**config.mk**
```make
export PLATFORM = sky130hd
export DESIGN_NAME = vga_timing_rx
export DESIGN_NICKNAME = d
export VERILOG_FILES = /design/src/rtl/vga_timing_rx.sv
export SDC_FILE = /design/constraint.sdc
export NUM_CORES = 1
export LEC_CHECK = 0
export CORE_MARGIN = 2
export CORE_UTILIZATION = 50
export DETAILED_ROUTE_END_ITERATION = 12
export MAX_ROUTING_LAYER = met4
export PLACE_DENSITY_LB_ADDON = 0.3
export SETUP_SLACK_MARGIN = 0.4
export SYNTH_ARGS = -nofsm -noshare
export SYNTH_HDL_FRONTEND = slang
export SYNTH_SLANG_ARGS = --single-unit
export TNS_END_PERCENT = 30
```
**constraint.sdc**
```tcl
create_clock -name iCLK -period 3.61 [get_ports iCLK]
set_clock_uncertainty 0.2 [all_clocks]
set_input_delay 0.361 -clock iCLK [delete_from_list [all_inputs] [get_ports iCLK]]
set_output_delay 0.361 -clock iCLK [all_outputs]
set_load 0.03 [all_outputs]
```
**src/rtl/vga_timing_rx.sv**
```systemverilog
// Recovers pixel X/Y plus line/sync/frame measurements from a pixel-synchronous HS/VS/BLANK stream, with mode lock.
// Latency: 2 clocks from pins to every output; no backpressure, one pixel accepted every clock.
module vga_timing_rx #(
  parameter int H_TOTAL_EXP = 800,
  parameter int V_TOTAL_EXP = 525,
  parameter int LOCK_FRAMES = 2
) (
  input  logic        iCLK,
  input  logic        iRST_N,
  input  logic        iHS,
  input  logic        iVS,
  input  logic        iBLANK,
  output logic [10:0] oCurrent_X,
  output logic [10:0] oCurrent_Y,
  output logic        oActive,
  output logic [10:0] oH_Total,
  output logic [10:0] oH_Sync_Width,
  output logic [10:0] oV_Total,
  output logic        oFrame_Start,
  output logic        oLocked,
  output logic        oError
);

  localparam logic [10:0] CNT_MAX = 11'h7ff;
  localparam logic [11:0] H_EXP   = 12'(H_TOTAL_EXP);
  localparam logic [11:0] V_EXP   = 12'(V_TOTAL_EXP);
  localparam logic [4:0]  LOCK_N  = 5'(LOCK_FRAMES);

  typedef enum logic [1:0] {SEEK, MEASURE, LOCKED} state_t;

  logic        s_hs_q, s_vs_q, s_blank_q, p_hs_q, p_vs_q, p_blank_q;
  logic        s_hs_d, s_vs_d, s_blank_d, p_hs_d, p_vs_d, p_blank_d;
  logic [10:0] h_cnt_q, h_cnt_d, v_cnt_q, v_cnt_d;
  logic [10:0] x_q, x_d, a_line_q, a_line_d, cur_y_q, cur_y_d;
  logic [10:0] h_total_q, h_total_d, hs_width_q, hs_width_d, v_total_q, v_total_d;
  logic        h_valid_q, h_valid_d, line_bad_q, line_bad_d;
  logic        active_q, active_d, frame_start_q, frame_start_d;

  state_t      state_q;
  logic [3:0]  good_cnt_q;
  logic        error_q;

  logic        hs_fall, hs_rise, vs_fall, act_rise, act_fall;
  logic        hs_lost, line_mismatch, frame_ok;
  logic [10:0] h_inc;
  logic [11:0] line_len, v_meas;

  always_comb begin
    hs_fall  = p_hs_q & ~s_hs_q;
    hs_rise  = ~p_hs_q & s_hs_q;
    vs_fall  = p_vs_q & ~s_vs_q;
    act_rise = ~p_blank_q & s_blank_q;
    act_fall = p_blank_q & ~s_blank_q;
    h_inc    = (h_cnt_q == CNT_MAX) ? CNT_MAX : h_cnt_q + 11'd1;
    line_len = {1'b0, h_cnt_q} + 12'd1;
    // An HS edge landing on the VS edge still belongs to the frame that is ending.
    v_meas   = {1'b0, v_cnt_q} + {11'd0, hs_fall};
    hs_lost  = ~hs_fall & (h_cnt_q == CNT_MAX - 11'd1);
    line_mismatch = hs_fall & h_valid_q & (line_len != H_EXP);
    frame_ok = ~(line_bad_q | line_mismatch) & (v_meas == V_EXP);
  end

  always_comb begin
    s_hs_d    = iHS;
    s_vs_d    = iVS;
    s_blank_d = iBLANK;
    p_hs_d    = s_hs_q;
    p_vs_d    = s_vs_q;
    p_blank_d = s_blank_q;

    h_cnt_d   = hs_fall ? 11'd0 : h_inc;
    h_valid_d = h_valid_q;
    if (hs_lost)
      h_valid_d = 1'b0;
    else if (hs_fall)
      h_valid_d = 1'b1;
    h_total_d  = (hs_fall && h_valid_q) ? line_len[10:0] : h_total_q;
    // h_cnt restarts at 0 the clock after the fall, so the low width is one more than h_cnt at the rise.
    hs_width_d = hs_rise ? h_inc : hs_width_q;

    v_cnt_d = v_cnt_q;
    if (vs_fall)
      v_cnt_d = 11'd0;
    else if (hs_fall && v_cnt_q != CNT_MAX)
      v_cnt_d = v_cnt_q + 11'd1;
    v_total_d = v_total_q;
    if (vs_fall)
      v_total_d = v_meas[11] ? CNT_MAX : v_meas[10:0];

    line_bad_d = line_bad_q;
    if (vs_fall)
      line_bad_d = 1'b0;
    else if (line_mismatch)
      line_bad_d = 1'b1;

    x_d = 11'd0;
    if (act_rise)
      x_d = 11'd0;
    else if (s_blank_q && p_blank_q)
      x_d = x_q + 11'd1;

    a_line_d = a_line_q;
    if (vs_fall)
      a_line_d = 11'd0;
    else if (act_fall && a_line_q != CNT_MAX)
      a_line_d = a_line_q + 11'd1;

    cur_y_d       = s_blank_q ? a_line_q : 11'd0;
    active_d      = s_blank_q;
    frame_start_d = vs_fall;
  end

  always_ff @(posedge iCLK or negedge iRST_N) begin
    if (!iRST_N) begin
      s_hs_q        <= 1'b1;
      s_vs_q        <= 1'b1;
      s_blank_q     <= 1'b0;
      p_hs_q        <= 1'b1;
      p_vs_q        <= 1'b1;
      p_blank_q     <= 1'b0;
      h_cnt_q       <= 11'd0;
      v_cnt_q       <= 11'd0;
      x_q           <= 11'd0;
      a_line_q      <= 11'd0;
      cur_y_q       <= 11'd0;
      h_total_q     <= 11'd0;
      hs_width_q    <= 11'd0;
      v_total_q     <= 11'd0;
      h_valid_q     <= 1'b0;
      line_bad_q    <= 1'b0;
      active_q      <= 1'b0;
      frame_start_q <= 1'b0;
    end else begin
      s_hs_q        <= s_hs_d;
      s_vs_q        <= s_vs_d;
      s_blank_q     <= s_blank_d;
      p_hs_q        <= p_hs_d;
      p_vs_q        <= p_vs_d;
      p_blank_q     <= p_blank_d;
      h_cnt_q       <= h_cnt_d;
      v_cnt_q       <= v_cnt_d;
      x_q           <= x_d;
      a_line_q      <= a_line_d;
      cur_y_q       <= cur_y_d;
      h_total_q     <= h_total_d;
      hs_width_q    <= hs_width_d;
      v_total_q     <= v_total_d;
      h_valid_q     <= h_valid_d;
      line_bad_q    <= line_bad_d;
      active_q      <= active_d;
      frame_start_q <= frame_start_d;
    end
  end

  // Lock tracking; losing HS overrides everything and restarts the search.
  always_ff @(posedge iCLK or negedge iRST_N) begin
    if (!iRST_N) begin
      state_q    <= SEEK;
      good_cnt_q <= 4'd0;
      error_q    <= 1'b0;
    end else begin
      error_q <= 1'b0;
      if (hs_lost) begin
        state_q    <= SEEK;
        good_cnt_q <= 4'd0;
        error_q    <= 1'b1;
      end else begin
        case (state_q)
          SEEK: begin
            if (vs_fall) begin
              state_q    <= MEASURE;
              good_cnt_q <= 4'd0;
            end
          end
          MEASURE: begin
            if (vs_fall) begin
              if (frame_ok) begin
                good_cnt_q <= good_cnt_q + 4'd1;
                if ({1'b0, good_cnt_q} + 5'd1 == LOCK_N)
                  state_q <= LOCKED;
              end else begin
                good_cnt_q <= 4'd0;
                error_q    <= 1'b1;
              end
            end
          end
          LOCKED: begin
            if (line_mismatch || (vs_fall && v_meas != V_EXP)) begin
              state_q    <= MEASURE;
              good_cnt_q <= 4'd0;
              error_q    <= 1'b1;
            end
          end
          default: state_q <= SEEK;
        endcase
      end
    end
  end

  assign oCurrent_X    = x_q;
  assign oCurrent_Y    = cur_y_q;
  assign oActive       = active_q;
  assign oH_Total      = h_total_q;
  assign oH_Sync_Width = hs_width_q;
  assign oV_Total      = v_total_q;
  assign oFrame_Start  = frame_start_q;
  assign oLocked       = (state_q == LOCKED);
  assign oError        = error_q;

endmodule

```
---- Word-level counts from Yosys, hierarchy flattened ----
Index checks and enable logic that the tools add are counted.
Widths: inputs -> output; s select.
operators by class
  bitwise gates (word level) .............. 17
  reductions and logical operators ........ 14
  multipliers ............................. 0
  magnitude comparators ................... 0
  div/mod/pow operators ................... 0
  shift-type cells ........................ 0
  add/subtract/negate cells ............... 8
  multiplexer cells ....................... 32
  equality and inequality tests ........... 15
operators by type and width
  kind                   number
  $mux 11                10
  $add 11x1->11 const B  4
  $ne 12x10->1 const B   2
  $eq 11x11->1 const B   2
  $ne 11x11->1 const B   2
  $mux 4                 5
  $add 11x1->12          1
  $add 11x1->12 const B  1
  $eq 12x10->1 const B   1
  $mux 2                 6
  $ne 3x3->1 const B     4
  $pmux 4 s3             1
  $and 1x1->1            9
  $mux 1                 8
  $reduce_bool 2->1      4
  $not 1->1              7
  $pmux 2 s3             1
  $add 4x1->5 const B    1
  $eq 5x2->1 const B     1
  $logic_and 1x1->1      5
  $reduce_and 5->1       1
  $add 4x1->4 const B    1
  $reduce_and 4->1       1
  $reduce_bool 4->1      1
  7 further kinds        7
word-level totals
  output and inout bits ................... 59
  flip-flop bits (word level) ............. 104
  memories ................................ 0
  bits in latches ......................... 0
  logic and storage cells ................. 106
  bits in writable memories ............... 0
  ROM bits ................................ 0

---- Longest topological paths before layout ----
Gate-level depths: netlist of the first run.
  depth in word-level cells ............... 11
  depth in mapped cells ................... 13
  gate-level depth less buffers ........... 10

---- Worst setup path before layout of the first run ----
No wires, ideal clock.
  path type ............................... flip-flop to flip-flop
  start ................................... register p_hs_q
  end ..................................... register good_cnt_q[0]
  slack ................................... 45 ps
  period minus slack after synthesis ...... 3,565 ps
  library setup time ...................... 128 ps
  path buffers ............................ 3
  stages on the path, launching flop included .. 14
  arrival time ............................ 3,237 ps
  path through ............................ dfstp_2 -> nor2b_1 -> clkbuf_1 -> clkbuf_1 -> ha_1 -> ha_1 -> and4_1 -> buf_2 -> o211a_1 -> o21ai_0 -> a211o_1 -> a211oi_2 -> o21ai_2 -> mux2_1
between the ends
  word-level cells in the longest chain between the ends .. 10
  elaborated cells on any way between the ends .. 22
  those cells by class .................... add/sub: 1; eq/ne: 5; mux: 4; bitwise: 8; reduce/logical: 4
RTL lines
  what                                                   line  RTL
  start: declaration                                     31    logic s_hs_q, s_vs_q, s_blank_q, p_hs_q, p_vs_q, p_blank_q;
  start signal: assignment                               137   p_hs_q <= p_hs_d;
  $and 1x1->1 (*)                                        49    hs_fall = p_hs_q & ~s_hs_q;
  branches (longest 9 deep; another with $add 11x1->12)  n/a
  end signal: assignment                                 178   good_cnt_q <= good_cnt_q + 4'd1;
  end: declaration                                       40    logic [3:0] good_cnt_q;
Mark *: on every way between the ends. The select of a mux whose other input is x is not followed.
A chain may end at the register's enable or synchronous reset.

---- Worst setup path in the final report of the first run ----
  start ................................... register p_hs_q
  end ..................................... register good_cnt_q[1]
Same word-level chain as after synthesis.

==> summary.md, run 1 <==
| Metric | Value |
|---|---|
| Initial DRC Count | 200 |
| Root buffer cell | clkbuf_8 |
| Pins Over Slew Limit | 0 |
| Highest clock rate | approximately 330 MHz |
| Most used cell, CP | o21ai_2 |
| Worst-Skew Late Latency | 380 ps |
| Maxcap violations | 0 |
| DRC | 0 |
| Post-route setup slack | roughly 540 ps |
| Clock buffers created by TritonCTS | 9 |
| Maximum number of pins on one net before global-route repair | 54 |
| NumNets Final | about 570 |
| Synth top area share | 0.505 |
| Crit path kind | reg -> reg |
| GRT overflow | 0 |
| XOR/XNOR Fraction of Synth Area | 0.0672 |
| Chip Width | 104 um |
| Initial antenna violation count | 0 |
| Slew HR | 0.519 |
| Netlist cell types | 58 |
| Post-route minimum period | between 3000 and 4000 ps |
| Max VDD drop | ~0.00021 V |
| Buf+Inv Stages, Crit Path | 0 |
| Synth warn | 0 |
| Layout cells sized above 1 | 0.0878 |
| Clock Tree Buf Depth | 2 |
| Worst setup EP type | register |
| Simple-gate share of the synthesized area | 0.205 |
| Design Area, Final | about 5900 um2 |
| Largest family of logic cells by synthesized area | simple AND/OR/NAND/NOR gates |
| Area of the multi-input gates | 2230 um2 |
| Setup TNS | 0 ps |
| Post-Syn Instances | around 490 |
| Pwr dens | roughly 450 nW/um2 |
| Placed instance area | between 5000 and 6000 um2 |
| First-pass GRT wire length | around 18000 um |
| Number of synthesized register bits | approximately 100 |
| Wire length per cell | 14.4 um |
| P_leak | 2.59 nW |
| Slowest stage delay, CP | around 550 ps |
| Initial Utilization | 0.512 |
| Post-synth EDFFs | 0 |
| Mux share of post-synthesis cell area | 0.0167 |
| CP max FO | 8 |
| Register area | about 2600 um2 |
| Die ar. | about 11000 um2 |
| Startpoint types | register |
| GRT Util Overall | 0.205 |
| Clock sink total | approximately 100 |
| Detailed Place HPWL | roughly 7000 um |
| Vias | between 3k and 4k |
| Delay-heaviest family, CP | compound AO/OA/AOI/OAI gates |
| First-pass DRT Iterations | 4 |
| Row Count | 36 |
| Wirelength, routed | 9930 um |
| Placed Cells | 672 |
| Synth Net Count | approximately 510 |
| Post-synthesis adder-cell area fraction | 0.0354 |
| Post-synth top flop | dfrtp_1 |
| Worst path slowest cell | dfstp_2 |
| CTS tree | yes |
| ANT nets after route | 0 |
| Final critical-path share of the clock period | 0.850 |
| Vias per cell | 5.32 |
| Mapped cell area | 4950 um2 |
| Slew @ Worst Pin | between 700 and 800 ps |
| Synth area leaders | dfrtp_1 (51%), nor2_1 (4.8%), nand2_1 (3.7%), ha_1 (3.5%), xor2_1 (3.5%) |
| Htree depth | 3 |
| Finished Layout Cells | between 600 and 700 |
| Core footprint | roughly 9700 um2 |
| HP Class | in -> reg |
| Syn Area/Cell | about 10 um2 |
| Critical path cell sequence | nor2b_4 -> ha_1 -> ha_2 -> and4_4 -> o211a_1 -> o21ai_2 -> a211o_1 -> a211oi_4 -> o21ai_2 -> mux2_1 |
| Status | finished clean |
| Worst Path Arrival | between 3000 and 4000 ps |
| Final Hold Viols | 0 |
| Critical Path RT | around 3700 ps |
| Fillcell total | between 800 and 900 |
| Asr flop ratio synth | 1.00 |
| Pre-CTS setup slack | between 300 and 400 ps |
| Io pins | between 60 and 70 |
| Sequential element share of the synthesized area | 0.526 |
| Count leader, synth | dfrtp_1 |
| Clk slew on worst S/H paths | around 110 ps |
| Die Y | 104 um |
| Inserted Diodes | 0 |
| Final-report setup violation count | 0 |
| RSZ-0062 raised after global routing | false |
| Cell taking the most area after synthesis | dfrtp_1 |
| Post-synthesis compound-gate area fraction | 0.118 |
| Commonest cells post-synth | dfrtp_1 (100), nor2_1 (63), nand2_1 (49) |
| Layout area overhead | 20.0% |
| Port Buffers | 63 |
| Routability cong. | just over 0.9 |
| Vias in the first global route | between 3k and 4k |
[sequential cells by signal (all words and copies together) (netlist names), 2 cells and up]
name / count
state_q: 2
oCurrent_Y: 11
a_line_q: 11
oH_Sync_Width: 11
h_cnt_q: 11
oCurrent_X: 11
oH_Total: 11
oV_Total: 11
v_cnt_q: 11
good_cnt_q: 4
[report_power, final]
group / internal [mW] / switching [mW]
clock: 0.266 / 0.431
sequential: 1.26 / 0.0966
combinational: 0.246 / 0.363
[metrics by stage]
stage	utilization	power, mW	hold slack, ps
6_report	0.614	2.66	172
5_1_grt	0.614	2.82	166
4_1_cts	0.609	2.68	164
3_5_place_dp	0.589	1.99	157
3_3_place_gp	0.589	1.97	154
2_1_floorplan	-	1.76	-135
[worst paths after layout]
path | startpoint | cells past startpoint | slack [ps] | endpoint
setup / recovery | p_hs_q | 10 | 540 | good_cnt_q[1]
hold / removal | iHS | 1 | 170 | p_hs_d
setup reg to reg | p_hs_q | 10 | 540 | good_cnt_q[1]
hold reg to reg | p_vs_d | 0 | 170 | p_vs_q
max in group asynchronous | iRST_N | 3 | 2110 | p_vs_q
min in group asynchronous | iRST_N | 2 | 350 | oCurrent_X[6]
[routing by layer]
| layer | GRT usage | share of wire |
|---|---|---|
| met5 | - | 0 |
| met4 | 0.0550 | 0.012 |
| met3 | 0.0428 | 0.031 |
| met2 | 0.325 | 0.49 |
| met1 | 0.272 | 0.46 |
[timing repair]
action | 4_1_cts | 5_1_grt
buffers inserted | 0 | 2
endpoints found under the setup margin | 4 | 6
pin swaps | 0 | 4
endpoints found under the hold margin | 49 | 0
hold buffers | 1 | 0
gates resized for setup | 1 | 9
[placed cells by master (no fill, tap or decap), drive strengths merged, types with 4 or more instances in the layout]
cell / count
inv: 18
nor3: 5
a21oi: 21
a211oi: 4
clkdlybuf4s50: 62
xor2: 20
or3: 5
a31oi: 8
clkbuf: 9
nand4: 11
o21ai: 34
dfstp: 4
xnor2: 18
and2: 19
and4: 6
and3: 11
ha: 14
buf: 8
nor2: 64
nor2b: 4
mux2i: 6
dfrtp: 100
nand2: 49
nand2b: 6
nand3: 16
[final cells by class]
| type | count | share of cell area |
|---|---|---|
| flip-flops and latches | 104 | 0.439 |
| repair buffers | 71 | 0.118 |
| inverters | 13 | 0.00821 |
| multi-input cells | 354 | 0.376 |
| clock buffers | 9 | 0.0208 |
| clock inverters | 7 | 0.0101 |
| well taps | 133 | 0.0280 |
[cells by family (layout without fill, tap and decap cells)]
family                     after synthesis  count (layout)
buffers and inverters                   36             100
xor gates and xnor gates                38              38
AOI/OAI and AO/OA                       89              89
and+or+nand+nor                        205             205
muxes                                    8               8
DFF                                    104             104
adders and majority gates               14              14
Power figures use the tool's default switching activity.
==> run 2, diff against run 1 <==
--- a/config.mk
+++ b/config.mk
@@ -6,8 +6,9 @@
 export NUM_CORES = 1
 export LEC_CHECK = 0
 export CORE_MARGIN = 2
-export CORE_UTILIZATION = 50
+export CORE_UTILIZATION = 57
 export DETAILED_ROUTE_END_ITERATION = 12
+export DONT_BUFFER_PORTS = 1
 export MAX_ROUTING_LAYER = met4
 export PLACE_DENSITY_LB_ADDON = 0.3
 export SETUP_SLACK_MARGIN = 0.4
==> run 2 against run 1 <==
- final cell count fell by 12%
- non-clock buffer count fell by 57
- die area fell by 12%
- worst hold slack got worse by 2.1 ps
- sequential power rose by 9%
- via count fell by 3.0%
- core utilization rose by 1.1 points
- critical path depth did not move
- critical path type unchanged
- largest power group unchanged
- highest routed layer unchanged
==> summary.md, run 2 (synthesized netlist as in run 1, its figures left out) <==
| Metric | Value |
|---|---|
| Worst Path Arrival | 3200 ps (was 3140 ps) |
| Placed Cells | 587 (was 672) |
| Max VDD drop | 0.000244 V (was 0.000214 V) |
| Crit path kind | reg -> reg (unchanged) |
| Vias | 3569 (was 3679) |
| Worst-Skew Late Latency | 380 ps (about the same) |
| Row Count | 34 (was 36) |
| NumNets Final | 515 (was 572) |
| GRT overflow | 0 (unchanged) |
| Layout cells sized above 1 | 0.0978 (was 0.0878) |
| Pins Over Slew Limit | 0 (unchanged) |
| Initial Utilization | 0.577 (was 0.512) |
| Final-report setup violation count | 0 (unchanged) |
| Area of the multi-input gates | 2230 um2 (about the same) |
| Placed instance area | 5050 um2 (was 5700 um2) |
| Clock Tree Buf Depth | 2 (unchanged) |
| DRC | 0 (unchanged) |
| Pwr dens | 489 nW/um2 (was 448 nW/um2) |
| Maxcap violations | 0 (unchanged) |
| Most frequent cells in the layout | dfrtp_1 (100), nor2_1 (63), nand2_1 (49) (was dfrtp_1 (99), nor2_1 (63), clkdlybuf4s50_1 (62)) |
| Fillcell total | 732 (was 803) |
| GRT Util Overall | 0.231 (was 0.205) |
| Clock buffers created by TritonCTS | 9 (unchanged) |
| Flop pwr share | 0.563 (was 0.510) |
| CP max FO | 8 (unchanged) |
| Startpoint types | register (unchanged) |
| Switching power total | 0.874 mW (was 0.891 mW) |
| Most common cell after layout, fill and taps aside | dfrtp_1 (unchanged) |
| Vias in the first global route | 3494 (was 3595) |
| Die Y | 97.2 um (was 104 um) |
| Initial antenna violation count | 0 (unchanged) |
| Port Buffers | 0 (was 63) |
| Core footprint | 8590 um2 (was 9680 um2) |
| Clk slew on worst S/H paths | 100 ps (was 110 ps) |
| Maximum number of pins on one net before global-route repair | 105 (was 54) |
| P_leak | 2.40 nW (was 2.59 nW) |
| Clock sink total | 104 (unchanged) |
| Combinational share of power | 0.144 (was 0.229) |
| Setup TNS | 0 ps (unchanged) |
| Finished Layout Cells | 609 (was 691) |
| Detailed Place HPWL | 7010 um (was 7040 um) |
| Worst setup EP type | register (unchanged) |
| Register area | 2610 um2 (about the same) |
| Highest clock rate | 318 MHz (was 326 MHz) |
| Design Area, Final | 5370 um2 (was 5940 um2) |
| Final critical-path share of the clock period | 0.871 (was 0.850) |
| Wire length per cell | 16.7 um (was 14.4 um) |
| Slew HR | 0.587 (was 0.519) |
| Slew @ Worst Pin | 612 ps (was 719 ps) |
| Status | finished clean (unchanged) |
| Layout area overhead | 8.33% (was 20.0%) |
| Final Hold Viols | 0 (unchanged) |
| Switching share of power | 0.333 (was 0.334) |
| Post-route minimum period | 3150 ps (was 3070 ps) |
| CTS tree | yes (unchanged) |
| Die ar. | 9450 um2 (was 10700 um2) |
| Internal | 1.75 mW (was 1.77 mW) |
| Critical Path RT | 3670 ps (was 3680 ps) |
| Hold WS | 170 ps (was 172 ps) |
| Clock power share | 0.293 (was 0.262) |
| Vias per cell | 5.86 (was 5.32) |
| Root buffer cell | clkbuf_8 (unchanged) |
| Routability cong. | 0.894 (was 0.915) |
| Inserted Diodes | 0 (unchanged) |
| First-pass GRT wire length | 17200 um (was 17500 um) |
| HP Class | reg -> reg (was in -> reg) |
| Chip Width | 97.2 um (was 104 um) |
| Io pins | 64 (unchanged) |
| RSZ-0062 raised after global routing | true (was false) |
| Htree depth | 3 (unchanged) |
| ANT nets after route | 0 (unchanged) |
| Initial DRC Count | 203 (was 200) |
| First-pass DRT Iterations | 4 (unchanged) |
| Wirelength, routed | 10200 um (was 9930 um) |
[run 2: timing repair]
action,in CTS,in global routing
hold endpoints to repair,107,0
setup buffers,0,1
setup endpoints to repair,4,6
gates resized for setup,1,6
hold buffers,5,0
pin swaps,0,1
[run 2: cell type report]
cell class	count	area share
tap	108	0.0252
clock buffer	9	0.0231
timing repair buffer	14	0.0252
sequential	104	0.486
multi-input combinational	354	0.415
clock inverter	7	0.0168
inverter	13	0.00909
[run 2: routing by layer]
metal / up-vias / GRT usage / part of all wire
met2: 82 / 0.365 / 0.50
met1: 1763 / 0.293 / 0.44
met4: 0 / 0.111 / 0.031
met5: - / - / 0
li1: 1699 / - / -
met3: 25 / 0.0388 / 0.034
[run 2: critical path, stage by stage, from the launching register on]
cell and delay [ps]:
dfstp_2 540, nor2b_2 150, ha_1 190, ha_2 210
and4_4 290, o211a_1 180, o21ai_1 130, a211o_1 360
a211oi_4 340, o21ai_2 110, mux2_1 320
[run 2: final timing paths]
| check | from | endpoint | slack (ps) | cells after the start |
|---|---|---|---|---|
| setup reg to reg | p_hs_q | good_cnt_q[1] | 460 | 10 |
| setup / recovery | p_hs_q | good_cnt_q[1] | 460 | 10 |
| min in group asynchronous | iRST_N | oCurrent_X[7] | 360 | 2 |
| hold / removal | p_vs_d | p_vs_q | 170 | 0 |
| hold reg to reg | p_vs_d | p_vs_q | 170 | 0 |
| max in group asynchronous | iRST_N | p_vs_q | 2460 | 2 |
[run 2: stage by stage]
stage	total power, mW	util	setup WS, ps
2_1_floorplan	1.76	-	405
3_3_place_gp	1.83	0.588	454
3_5_place_dp	1.85	0.588	285
4_1_cts	2.64	0.621	286
5_1_grt	2.76	0.625	344
6_report	2.63	0.625	464
[run 2: power by group through the flow]
stage	sequential [mW]	clock [mW]	combinational (mW)
global route	1.50	0.829	0.436
global placement	1.50	0	0.332
detailed placement	1.50	0	0.342
finish	1.48	0.770	0.377
floorplan	1.46	0	0.297
CTS	1.48	0.786	0.375
